[src/rtl/nrs_gold_scheduler.sv]
// Purpose: per-frame sequencer for the NRS Gold generator; seeds x1/x2 for each NRS symbol,
//          runs the warm-up, and writes 4 c_n bits per symbol into a ping-pong subframe buffer.
// Latency: new_frame -> seed_load 2 cycles, -> first wr_en 1603 cycles; 1607 cycles per symbol unstalled.
// Backpressure: a completed bank is offered via sf_valid/sf_ack; the FSM parks in HOLD before
//          seeding while its target bank is still full.
// Ports:   clk/rst (sync, active-high); new_frame + N_cell_ID start a frame; c_bit from the generator;
//          seed_load/cinit/shift_en drive the generator; wr_* is the buffer write port;
//          sf_valid/sf_bank/sf_num/sf_ack is the subframe hand-off; busy and frame_done report progress.
module nrs_gold_scheduler #(
    parameter int NUM_SHIFTS   = 1600,
    parameter int BITS_PER_SYM = 4,
    parameter int WIDTH_B      = 9
) (
    input  logic               clk,
    input  logic               rst,
    input  logic               new_frame,
    input  logic [WIDTH_B-1:0] N_cell_ID,
    input  logic               c_bit,
    input  logic               sf_ack,
    output logic               seed_load,
    output logic [27:0]        cinit,
    output logic               shift_en,
    output logic               wr_en,
    output logic               wr_bank,
    output logic [3:0]         wr_addr,
    output logic               wr_data,
    output logic               sf_valid,
    output logic               sf_bank,
    output logic [3:0]         sf_num,
    output logic               busy,
    output logic               frame_done
);

    localparam int CNT_W = $clog2(NUM_SHIFTS);

    typedef enum logic [2:0] {
        S_IDLE,
        S_CINIT,
        S_HOLD,
        S_SEED,
        S_WARM,
        S_OUT,
        S_NEXT
    } state_t;

    state_t             state;
    logic [WIDTH_B-1:0] cell_id;
    logic [4:0]         ns;
    logic               l_hi;        // 0 -> l=5, 1 -> l=6
    logic [CNT_W-1:0]   cnt;
    logic [1:0]         bank_full;
    logic               q_vld;       // one completed bank waiting behind the current offer
    logic               q_bank;
    logic [3:0]         q_num;

    // c_init = (7*(ns+1)+l+1)*(2N+1)*1024 + 2N+1; first factor is at most 147, so 8 bits.
    logic [7:0]       fac_a;
    logic [WIDTH_B:0] fac_b;
    logic [27:0]      prod;
    logic [27:0]      cinit_calc;

    always_comb begin
        fac_a      = 8'(ns) * 8'd7 + 8'd13 + {7'd0, l_hi};
        fac_b      = {cell_id, 1'b1};
        prod       = 28'(fac_a) * 28'(fac_b);
        cinit_calc = (prod << 10) + 28'(fac_b);
    end

    // The generator output is consumed directly while writing; gated so it reads 0 otherwise.
    assign wr_data = wr_en & c_bit;

    always_ff @(posedge clk) begin
        if (rst) begin
            state      <= S_IDLE;
            cell_id    <= '0;
            ns         <= '0;
            l_hi       <= 1'b0;
            cnt        <= '0;
            bank_full  <= 2'b00;
            q_vld      <= 1'b0;
            q_bank     <= 1'b0;
            q_num      <= 4'd0;
            seed_load  <= 1'b0;
            cinit      <= 28'd0;
            shift_en   <= 1'b0;
            wr_en      <= 1'b0;
            wr_bank    <= 1'b0;
            wr_addr    <= 4'd0;
            sf_valid   <= 1'b0;
            sf_bank    <= 1'b0;
            sf_num     <= 4'd0;
            busy       <= 1'b0;
            frame_done <= 1'b0;
        end else begin
            seed_load  <= 1'b0;
            frame_done <= 1'b0;

            // Offer handshake: an accepted ack frees the offered bank; a queued bank is
            // promoted only once the line has been low for a cycle.
            if (sf_valid && sf_ack) begin
                bank_full[sf_bank] <= 1'b0;
                sf_valid           <= 1'b0;
            end else if (!sf_valid && q_vld) begin
                sf_valid <= 1'b1;
                sf_bank  <= q_bank;
                sf_num   <= q_num;
                q_vld    <= 1'b0;
            end

            unique case (state)
                S_IDLE: ;
                S_CINIT: begin
                    cinit <= cinit_calc;
                    if (!bank_full[wr_bank]) begin
                        state     <= S_SEED;
                        seed_load <= 1'b1;
                    end else begin
                        state <= S_HOLD;
                    end
                end
                S_HOLD: begin
                    if (!bank_full[wr_bank]) begin
                        state     <= S_SEED;
                        seed_load <= 1'b1;
                    end
                end
                S_SEED: begin
                    state    <= S_WARM;
                    shift_en <= 1'b1;
                    cnt      <= '0;
                end
                S_WARM: begin
                    if (cnt == CNT_W'(NUM_SHIFTS - 1)) begin
                        state   <= S_OUT;
                        wr_en   <= 1'b1;
                        wr_addr <= {ns[0], l_hi, 2'b00};
                        cnt     <= '0;
                    end else begin
                        cnt <= cnt + 1'b1;
                    end
                end
                S_OUT: begin
                    if (cnt == CNT_W'(BITS_PER_SYM - 1)) begin
                        state    <= S_NEXT;
                        wr_en    <= 1'b0;
                        shift_en <= 1'b0;
                        // Last write of an odd slot closes the subframe held in wr_bank.
                        if (ns[0] && l_hi) begin
                            bank_full[wr_bank] <= 1'b1;
                            wr_bank            <= ~wr_bank;
                            if (!sf_valid && !q_vld) begin
                                sf_valid <= 1'b1;
                                sf_bank  <= wr_bank;
                                sf_num   <= ns[4:1];
                            end else begin
                                q_vld  <= 1'b1;
                                q_bank <= wr_bank;
                                q_num  <= ns[4:1];
                            end
                        end
                        if (ns == 5'd19 && l_hi) begin
                            frame_done <= 1'b1;
                            busy       <= 1'b0;
                        end
                    end else begin
                        cnt     <= cnt + 1'b1;
                        wr_addr <= wr_addr + 4'd1;
                    end
                end
                S_NEXT: begin
                    if (!l_hi) begin
                        l_hi  <= 1'b1;
                        state <= S_CINIT;
                    end else if (ns == 5'd19) begin
                        state <= S_IDLE;
                    end else begin
                        l_hi  <= 1'b0;
                        ns    <= (ns == 5'd9) ? 5'd12 : ns + 5'd1;
                        state <= S_CINIT;
                    end
                end
                default: state <= S_IDLE;
            endcase

            // A new frame overrides everything above. Mid-frame it also abandons the old
            // frame's banks and offers; between frames, offers still pending are kept.
            if (new_frame) begin
                cell_id    <= N_cell_ID;
                ns         <= 5'd0;
                l_hi       <= 1'b0;
                cnt        <= '0;
                busy       <= 1'b1;
                state      <= S_CINIT;
                seed_load  <= 1'b0;
                shift_en   <= 1'b0;
                wr_en      <= 1'b0;
                wr_addr    <= 4'd0;
                frame_done <= 1'b0;
                if (busy) begin
                    bank_full <= 2'b00;
                    sf_valid  <= 1'b0;
                    q_vld     <= 1'b0;
                    wr_bank   <= 1'b0;
                end
            end
        end
    end

endmodule

[config.mk]
export PLATFORM = sky130hd
export DESIGN_NAME = nrs_gold_scheduler
export DESIGN_NICKNAME = d
export VERILOG_FILES = /design/src/rtl/nrs_gold_scheduler.sv
export SDC_FILE = /design/constraint.sdc
export NUM_CORES = 1
export LEC_CHECK = 0
export BUFFER_PORTS_ARGS = -buffer_cell sky130_fd_sc_hd__buf_4
export CORE_MARGIN = 5
export CORE_UTILIZATION = 63
export CTS_BUF_LIST = sky130_fd_sc_hd__clkbuf_4
export DETAILED_ROUTE_END_ITERATION = 12
export GPL_ROUTABILITY_DRIVEN = 0
export PLACE_DENSITY = 0.95
export SYNTH_ARGS = -nofsm -noshare
export SYNTH_HDL_FRONTEND = slang
export SYNTH_SLANG_ARGS = --single-unit
[constraint.sdc]
create_clock -name clk -period 7.6 [get_ports clk]
set_input_delay 1.14 -clock clk [delete_from_list [all_inputs] [get_ports clk]]
set_output_delay 1.14 -clock clk [all_outputs]
set_load 0.01 [all_outputs]
==> flow_metrics.tcl, run 1 <==
set metrics [dict create \
    die_y_um 112 \
    fin_tns_setup_ps 0 \
    die_area_mm2 0.0126 \
    synth_flop_cell "dfxtp_1" \
    yosysWarnings 0 \
    wirelength_met1_um 6740 \
    portBuffers 58 \
    hold_viol_final 0 \
    initial_utilization_pct 64.1 \
    route.detailed.drc 0 \
    antenna_found_initial 0 \
    power_uw 926 \
    worstPathMaxFanout 8 \
    fillerInstances 753 \
    vias 5450 \
    ys_ff_latch 81 \
    avgViaCountPerCell 5.71 \
    grt.overflow.total 0 \
    path_class "reg2reg" \
    outcome "finished, final reports clean" \
    finalSetupViolCount 0 \
    slew_headroom_pct 26.1 \
    synthDistinctLibCells 57 \
    placed_cells 938 \
    grt_max_degree 56 \
    cts-hold-fix-buffers 0 \
    tightestPinTransition_ps 1110 \
    hp-class "reg2reg" \
    synth_seq_area_share_pct 24.6 \
    n_antenna_cell 0 \
    post_cts_resized 0 \
    die_w_um 112 \
    arrival_ps 7470 \
    finalCritPeriodShare_pct 92.8 \
    maxCapViolations 0 \
    finalCriticalPeriod_ps 7050 \
    synth_edf_count 0 \
    cp-end-kind "register" \
    grt_pass1_vias 5571 \
    postCtsSetupBuffers 0 \
    core-area_mm2 0.0103 \
    track_usage_pct 25.1 \
    cts_buffers 9 \
    yosys.area.top_type "dfxtp_1" \
    clk_pin_slew_ps 160 \
    firstDrtPassIters 5 \
    multiInputGateArea_mm2 0.00449 \
    grt_pass1_wl_um 26200 \
    start_kind "register" \
    drv_slew 0 \
    finalNonFillerCells 954 \
    wl_met3_um 983 \
    clock-sinks 81 \
    rsz0062_at_grt "no" \
    syn_area_per_cell_um2 8.48 \
    postSynthNetCount 905 \
    regArea_mm2 0.00162 \
    syn_inst 777 \
    pin_count 59 \
    cts_tree "done" \
    drive_gt1_share_pct 10.8 \
    nets 941 \
    clk_path_buf_depth 2 \
    drt_iter0_drc 373 \
    drt_wl_total_um 15200 \
    cts_root_buf "clkbuf_4" \
    yosys.area.top_type_share_pct 24.6 \
    async_flop_share_pct 0 \
    dp_hpwl_um 11300 \
    synth.area.top_cells "dfxtp_1 25%, fa_1 16%, ha_1 12%" \
    drt-wirelength-per-cell_um 15.9 \
    total_leakage_power_nw 3.39 \
    netlist_area_mm2 0.00659 \
    area_growth_pct 10.0 \
    cp_data_required_time_ps 8010 \
    rows 37 \
    finClkSkew_ps 34.8 \
    dr_wl_met2_um 7090 \
    top_layer_used "met4" \
    htreeDepth 3 \
    ir_worst_vdd_mv 0.111 \
    clk-insertion-delay-late_ps 460 \
    p_per_area_mw_per_mm2 128 \
    fmax_mhz 142 \
    drtAntennaViolNets 0 \
]
-- registers in the layout, summed over array words and instances (netlist names) --
signal      cells
frame_done      1
sf_valid        1
l_hi            1
seed_load       1
sf_num          4
state           3
q_num           4
wr_addr         4
cinit          28
sf_bank         1
wr_bank         1
shift_en        1
q_bank          1
ns              5
q_vld           1
cell_id         9
wr_en           1
cnt            11
bank_full       2
busy            1
-- Yosys cell counts (all sizes together) (2+ instances only) --
cell type and instances:
ha 63, a22oi 2, a21o 6, clkbuf 26, or3 3, xor2 13, nand2b 20, mux2i 31
and2 42, and3 8, nor2 57, o22ai 3, o211ai 3, or2 2, a21oi 51, and4 2
nor3 5, fa 51, a211oi 8, a21boi 2, nand3 22, nor3b 9, xnor2 9, buf 10
nand3b 5, a31oi 3, inv 89, dfxtp 81, o21a 4, nor4 2, nand2 93, nor2b 7
nand4 8, a2111oi 2, o21ai 20
-- metrics by stage --
stage / setup slack [ps] / utilization, % / area [um^2] / hold WS, ps
final: 548 / 70.5 / 7250 / 461
after global routing: 0.206 / 70.5 / 7250 / 496
after CTS: 520 / 70.4 / 7230 / 465
after detailed placement: 600 / 68.7 / 7060 / 446
after global placement: 762 / 68.7 / 7060 / 439
after floorplan: 1190 / - / 6590 / 454
-- per-layer routing --
metal	vias to the layer above	track usage (%)
met5	-	0
li1	2610	-
met4	0	8.41
met1	2624	34.2
met2	177	40.0
met3	39	5.39
-- cell type report --
type                            instances  share of cell area, %
Clock buffer                            9                  0.932
Multi-Input combinational cell        571                   61.9
Inverter                               89                   4.61
Timing Repair Buffer                   61                   6.32
Clock inverter                          7                   1.48
Tap cell                              136                   2.35
Sequential cell                        81                   22.4
-- path summary, 6_finish.rpt --
| check | cells after the start | to | start | slack (ps) |
|---|---|---|---|---|
| hold reg to reg | 2 | cinit[16] | cinit[16] | 460 |
| hold / removal | 2 | cinit[16] | cinit[16] | 460 |
| setup reg to reg | 26 | cinit[26] | ns[2] | 550 |
| setup / recovery | 26 | cinit[26] | ns[2] | 550 |
-- cells by family (layout without fill, tap and decap cells) --
family	after synthesis	count (layout)	synth area share, %
adder cells (fa/ha/maj)	114	114	27.5
XOR/XNOR	22	22	2.93
AND/OR/NAND/NOR	291	291	22.5
AO/OA/AOI/OAI	112	112	10.2
multiplexers	32	32	4.88
flip-flops	81	81	24.6
buffers and inverters	125	166	7.45
-- layout by cell type (no fill, tap or decap), drive strengths merged, types with 3 or more instances in the layout --
cell / instances
and3: 8
nand2: 93
and2: 42
fa: 51
nand4: 8
nor3b: 9
a21oi: 51
nand3b: 5
dfxtp: 81
a21o: 6
nand3: 22
o21ai: 20
clkbuf: 9
mux2i: 31
ha: 63
o22ai: 3
xnor2: 9
a31oi: 3
buf: 61
nor2: 57
nand2b: 20
or3: 3
nor3: 5
xor2: 13
inv: 93
nor2b: 7
o21a: 4
o211ai: 3
a211oi: 8
-- critical path, stage by stage (launching register included) --
cell,delay (ps)
dfxtp_1,520
inv_1,210
ha_1,360
fa_1,520
inv_1,40
ha_1,310
a21boi_0,150
o21ai_0,160
nand2b_1,70
a21oi_1,440
buf_4,260
mux2i_1,110
fa_1,520
inv_1,60
fa_1,540
inv_1,60
fa_1,540
inv_1,60
fa_1,540
inv_1,50
ha_1,360
and4_1,230
nand2_1,60
a21oi_1,200
nand2_1,100
a2111oi_0,370
a311o_1,170
-- power breakdown --
| part | internal (mW) | switching [mW] |
|---|---|---|
| Sequential | 0.436 | 0.0161 |
| Combinational | 0.0637 | 0.0901 |
| Clock | 0.140 | 0.180 |
(Power assumes the default switching activity.)
==> run 2: changes to the inputs <==
--- a/config.mk
+++ b/config.mk
@@ -11,7 +11,7 @@
 export CTS_BUF_LIST = sky130_fd_sc_hd__clkbuf_4
 export DETAILED_ROUTE_END_ITERATION = 12
 export GPL_ROUTABILITY_DRIVEN = 0
-export PLACE_DENSITY = 0.95
+export PLACE_DENSITY = 0.84
 export SYNTH_ARGS = -nofsm -noshare
 export SYNTH_HDL_FRONTEND = slang
 export SYNTH_SLANG_ARGS = --single-unit
==> run 2 against run 1 <==
Combinational power hardly changed. Via count is 0.66% lower. Clock-buffer cell count stayed put. Die area stayed put. Hold slack better by 3.9 ps. Routed wire length is 1.1% lower. Core utilization is 0.45 points lower. Critical path type unchanged. Critical endpoint unchanged.
==> flow_metrics.tcl, run 2 (synthesis gave the netlist of run 1 again) <==
set metrics [dict create \
    switching_power_uw 272 \
    rsz0062_at_grt "no" \
    crit_buf_inv 4 \
    start_kind "register" \
    drv_slew 0 \
    grt.overflow.total 0 \
    slew_headroom_pct 33.4 \
    area_growth_pct 9.35 \
    die_y_um 112 \
    portBuffers 58 \
    p_per_area_mw_per_mm2 121 \
    clock-sinks 81 \
    largest_reg_flops 28 \
    clk_pin_slew_ps 140 \
    maxCapViolations 0 \
    cpMostUsedCell "fa_1" \
    drt_wl_total_um 15000 \
    max_stage_delay_ps 560 \
    top_register "cinit" \
    drtAntennaViolNets 0 \
    power_uw 872 \
    critPathTopFamily "adder cells" \
    ir_worst_vdd_mv 0.0882 \
    cp_data_required_time_ps 7920 \
    die_area_mm2 0.0126 \
    clk_path_buf_depth 2 \
    n_antenna_cell 0 \
    finClkSkew_ps 26.3 \
    drt-wirelength-per-cell_um 15.8 \
    arrival_ps 7480 \
    switching_share_pct 31.2 \
    finalCriticalPeriod_ps 7150 \
    tightestPinTransition_ps 999 \
    cts_tree "done" \
    drt_iter0_drc 391 \
    initial_utilization_pct 64.1 \
    dpl_worst_slack_ps 535 \
    firstDrtPassIters 9 \
    avgViaCountPerCell 5.68 \
    cp-end-kind "register" \
    die_w_um 112 \
    grt_pass1_vias 5501 \
    track_usage_pct 24.6 \
    final_cell_mix "92 x nand2_1, 89 x inv_1, 81 x dfxtp_1, 63 x ha_1, 61 x buf_4" \
    htreeDepth 3 \
    postCtsSetupBuffers 0 \
    seq_power_share_pct 51.8 \
    core-area_mm2 0.0103 \
    finalCritPeriodShare_pct 94.1 \
    pwr-share-comb_pct 17.9 \
    cts_buffers 9 \
    vias 5414 \
    total_leakage_power_nw 3.36 \
    path_cells "inv_1, ha_1, fa_1, inv_1, ha_1, nor2b_1, o21a_1, o41ai_1, xnor2_1, and2_1, fa_1, inv_1, fa_1, fa_1, fa_1, inv_1, ha_1, a21o_1, nand3_1, nand2_1, a311oi_1, a2111oi_1, a311o_1" \
    outcome "finished, final reports clean" \
    path_class "reg2reg" \
    finalSetupViolCount 0 \
    clk-insertion-delay-late_ps 450 \
    hp-class "reg2reg" \
    nets 941 \
    layout_commonest_cell "nand2_1" \
    reg.largest.list "cinit: 28 flops, cnt: 11 flops, cell_id: 9 flops" \
    grt_pass1_wl_um 25900 \
    route.detailed.drc 0 \
    pin_count 59 \
    hold_viol_final 0 \
    dp_hpwl_um 11400 \
    internal_power_uw 600 \
    rows 37 \
    fin_tns_setup_ps 0 \
    setup_ws_ps 446 \
    grt_max_degree 56 \
    worstPathMaxFanout 10 \
    fmax_mhz 140 \
    clkPwrFrac_pct 30.3 \
    cts_root_buf "clkbuf_4" \
    antenna_found_initial 0 \
    drive_gt1_share_pct 10.4 \
    slowest_stage "fa_1" \
]
[run 2: per-stage QoR]
step,instances,instance area (um^2),util (%),hold WS (ps)
6_report,953,7200,70.1,465
3_5_place_dp,938,7060,68.7,448
3_3_place_gp,938,7060,68.7,441
2_1_floorplan,777,6590,-,454
5_1_grt,953,7200,70.1,485
4_1_cts,953,7190,70.0,466
[run 2: repair_timing]
item / 4_1_cts / 5_1_grt
hold buffers: 0 / 0
endpoints found under the setup margin: 0 / 1
resized for setup: 0 / 2
[run 2: layer usage]
metal  share of wire, %  up-vias  track usage (%)
met5                  0        -                0
li1                   -     2620                -
met2                 50      164             42.3
met1                 43     2595             31.5
met3                5.6       35             4.37
met4                2.1        0             7.85
[run 2: power groups by stage]
| stage | combinational (mW) | clock [mW] | sequential [mW] |
|---|---|---|---|
| 4_1_cts | 0.156 | 0.268 | 0.452 |
| 2_1_floorplan | 0.111 | 0 | 0.454 |
| 3_5_place_dp | 0.154 | 0 | 0.461 |
| 3_3_place_gp | 0.148 | 0 | 0.460 |
| 6_report | 0.156 | 0.264 | 0.452 |
| 5_1_grt | 0.176 | 0.289 | 0.454 |
[run 2: final cells by class]
cell class              count  area, um^2
repair buffers             61         458
flip-flops and latches     81        1620
inverters                  89         334
clock inverters             6        67.6
fillers                   799        3080
clock buffers               9        67.6
well taps                 136         170
multi-input cells         571        4480
[run 2: final timing paths]
path                               start   endpoint  slack [ps]  cells after the start
worst max-delay path               ns[2]  cinit[26]         450                     23
worst min-delay path            cinit[4]   cinit[4]         470                      2
worst max register to register     ns[2]  cinit[26]         450                     23
worst min register to register  cinit[4]   cinit[4]         470                      2
[run 2: worst min-delay path, delay by kind of cell (launching register included)]
| kind | cells | cell delay, ps |
|---|---|---|
| flops | 1 | 340 |
| compound gates | 1 | 50 |
| simple gates | 1 | 50 |
==> run 3: changes to the inputs <==
--- a/config.mk
+++ b/config.mk
@@ -12,6 +12,7 @@
 export DETAILED_ROUTE_END_ITERATION = 12
 export GPL_ROUTABILITY_DRIVEN = 0
 export PLACE_DENSITY = 0.84
+export RECOVER_POWER = 100
 export SYNTH_ARGS = -nofsm -noshare
 export SYNTH_HDL_FRONTEND = slang
 export SYNTH_SLANG_ARGS = --single-unit
==> run 3 against run 2 <==
Register-to-register slack worse by 70 ps. Non-clock buffer count unchanged. Critical path type unchanged. Critical endpoint unchanged. Routed wire length fell by 0.11%. The run now ends with capacitance limit, slew limit left.
==> flow_metrics.tcl, run 3 (synthesis gave the netlist of run 1 again) <==
set metrics [dict create \
    path_class "reg2reg" \
    grt_pass1_wl_um 25900 \
    reg.largest.list "cinit: 28 flops, cnt: 11 flops, cell_id: 9 flops" \
    hold_depth 2 \
    n_antenna_cell 0 \
    initial_utilization_pct 64.1 \
    core-area_mm2 0.0103 \
    fin_tns_setup_ps 0 \
    drt_iter0_drc 386 \
    drive_gt1_share_pct 4.28 \
    top_register "cinit" \
    drv_slew 56 \
    slew_headroom_pct -49.9 \
    outcome "finished, violations left" \
    clk-insertion-delay-late_ps 440 \
    finClkSkew_ps 20.5 \
    fillerInstances 842 \
    largest_reg_flops 28 \
    area_growth_pct 6.42 \
    cp_data_required_time_ps 7930 \
    grt.overflow.total 0 \
    r2r-start "ns[2]" \
    cts_tree "done" \
    cp-end-kind "register" \
    drt-wirelength-per-cell_um 15.8 \
    postCtsSetupBuffers 0 \
    clk_path_buf_depth 2 \
    ir_worst_vdd_mv 0.0883 \
    setup_ws_ps 381 \
    hold_viol_final 0 \
    p_per_area_mw_per_mm2 123 \
    htreeDepth 3 \
    rr_endpoint "cinit[26]" \
    hold_end "cinit[4]" \
    drtAntennaViolNets 0 \
    clock-sinks 81 \
    route.detailed.drc 0 \
    avgViaCountPerCell 5.70 \
    finalCriticalPeriod_ps 7220 \
    firstDrtPassIters 8 \
    finalCritPeriodShare_pct 95.0 \
    rows 37 \
    total_leakage_power_nw 3.16 \
    die_w_um 112 \
    finalSetupViolCount 0 \
    nets 941 \
    die_y_um 112 \
    r2r_setup_slack_ps 380 \
    start_kind "register" \
    vias 5429 \
    power_uw 866 \
    clk_pin_slew_ps 140 \
    portBuffers 58 \
    layout_commonest_cell "nand2_1" \
    worstHoldStart "cinit[4]" \
    grt_max_degree 56 \
    tightestPinTransition_ps 2250 \
    finalInstanceArea_mm2 0.00701 \
    worstPathMaxFanout 10 \
    regArea_mm2 0.00162 \
    maxCapViolations 1 \
    die_area_mm2 0.0126 \
    place_area_mm2 0.00706 \
    rsz0062_at_grt "no" \
    dp_hpwl_um 11400 \
    cts_root_buf "clkbuf_4" \
    antenna_found_initial 0 \
    drt_wl_total_um 15000 \
    final_cell_mix "92 x nand2_1, 89 x inv_1, 81 x dfxtp_1, 63 x ha_1, 57 x nor2_1" \
    dpl_worst_slack_ps 535 \
    pin_count 59 \
    hp-class "reg2reg" \
    arrival_ps 7550 \
    cts_buffers 9 \
    r2r_cells 23 \
    multiInputGateArea_mm2 0.00447 \
    grt_pass1_vias 5501 \
    track_usage_pct 24.6 \
    fmax_mhz 139 \
    violations "capacitance limit, slew limit" \
]
## run 3: changes by cell type in the layout (fill, tap and decap cells not counted)
cell	before	now
nor4b_1	0	1
nor4b_4	1	0
or2_0	0	1
buf_4	61	14
and2_0	0	2
and3_2	1	0
and2_1	42	40
or2_2	2	1
clkbuf_1	0	47
and3_1	7	8
## run 3: per-stage QoR
stage	std cells	utilization, %	hold WS (ps)
after floorplan	777	-	454
after global placement	938	68.7	441
after detailed placement	938	68.7	448
after CTS	953	70.0	466
after global routing	953	68.2	491
final	953	68.2	463
## run 3: worst max path at each step
stage               startpoint         to  slack [ps]  cells after the start
floorplan                ns[2]  cinit[26]        1190                     23
global placement         ns[2]  cinit[26]         800                     24
detailed placement       ns[2]  cinit[26]         540                     25
CTS                      ns[2]  cinit[26]         460                     25
global route             ns[2]  cinit[26]          50                     25
finish                   ns[2]  cinit[26]         380                     23
## run 3: worst max-delay path, cell delays in order (launching register included)
cell	delay, ps
dfxtp_1	510
inv_1	210
ha_1	360
fa_1	520
inv_1	40
ha_1	320
nor2b_1	140
o21a_1	200
o41ai_1	320
xnor2_1	300
and2_1	260
fa_1	540
inv_1	60
fa_1	520
fa_1	520
fa_1	560
inv_1	50
ha_1	370
a21o_1	210
nand3_1	80
nand2_1	80
a311oi_1	400
a2111oi_1	150
a311o_1	370
## run 3: power breakdown
part           leakage, nW  switching, mW  internal, mW
registers            0.656         0.0159         0.436
logic                 2.43         0.0908        0.0588
clock network       0.0700          0.164        0.0998
## run 3: area by class of cell
| cell class | count | share of cell area, % |
|---|---|---|
| inverter | 89 | 4.77 |
| multi-input combinational | 571 | 63.7 |
| tap | 136 | 2.43 |
| clock buffer | 9 | 0.964 |
| timing repair buffer | 61 | 4.02 |
| sequential | 81 | 23.1 |
| clock inverter | 6 | 0.964 |
## run 3: timing repair
action,CTS,global route
hold buffers,0,0
gates resized for setup,0,2
setup endpoints to repair,0,1
## run 3: metal layers
metal / track usage, % / vias up / routed length, um
li1: - / 2613 / -
met1: 31.5 / 2610 / 6310
met2: 42.3 / 174 / 7600
met3: 4.37 / 32 / 835
met4: 7.85 / 0 / 283
met5: 0 / - / 0
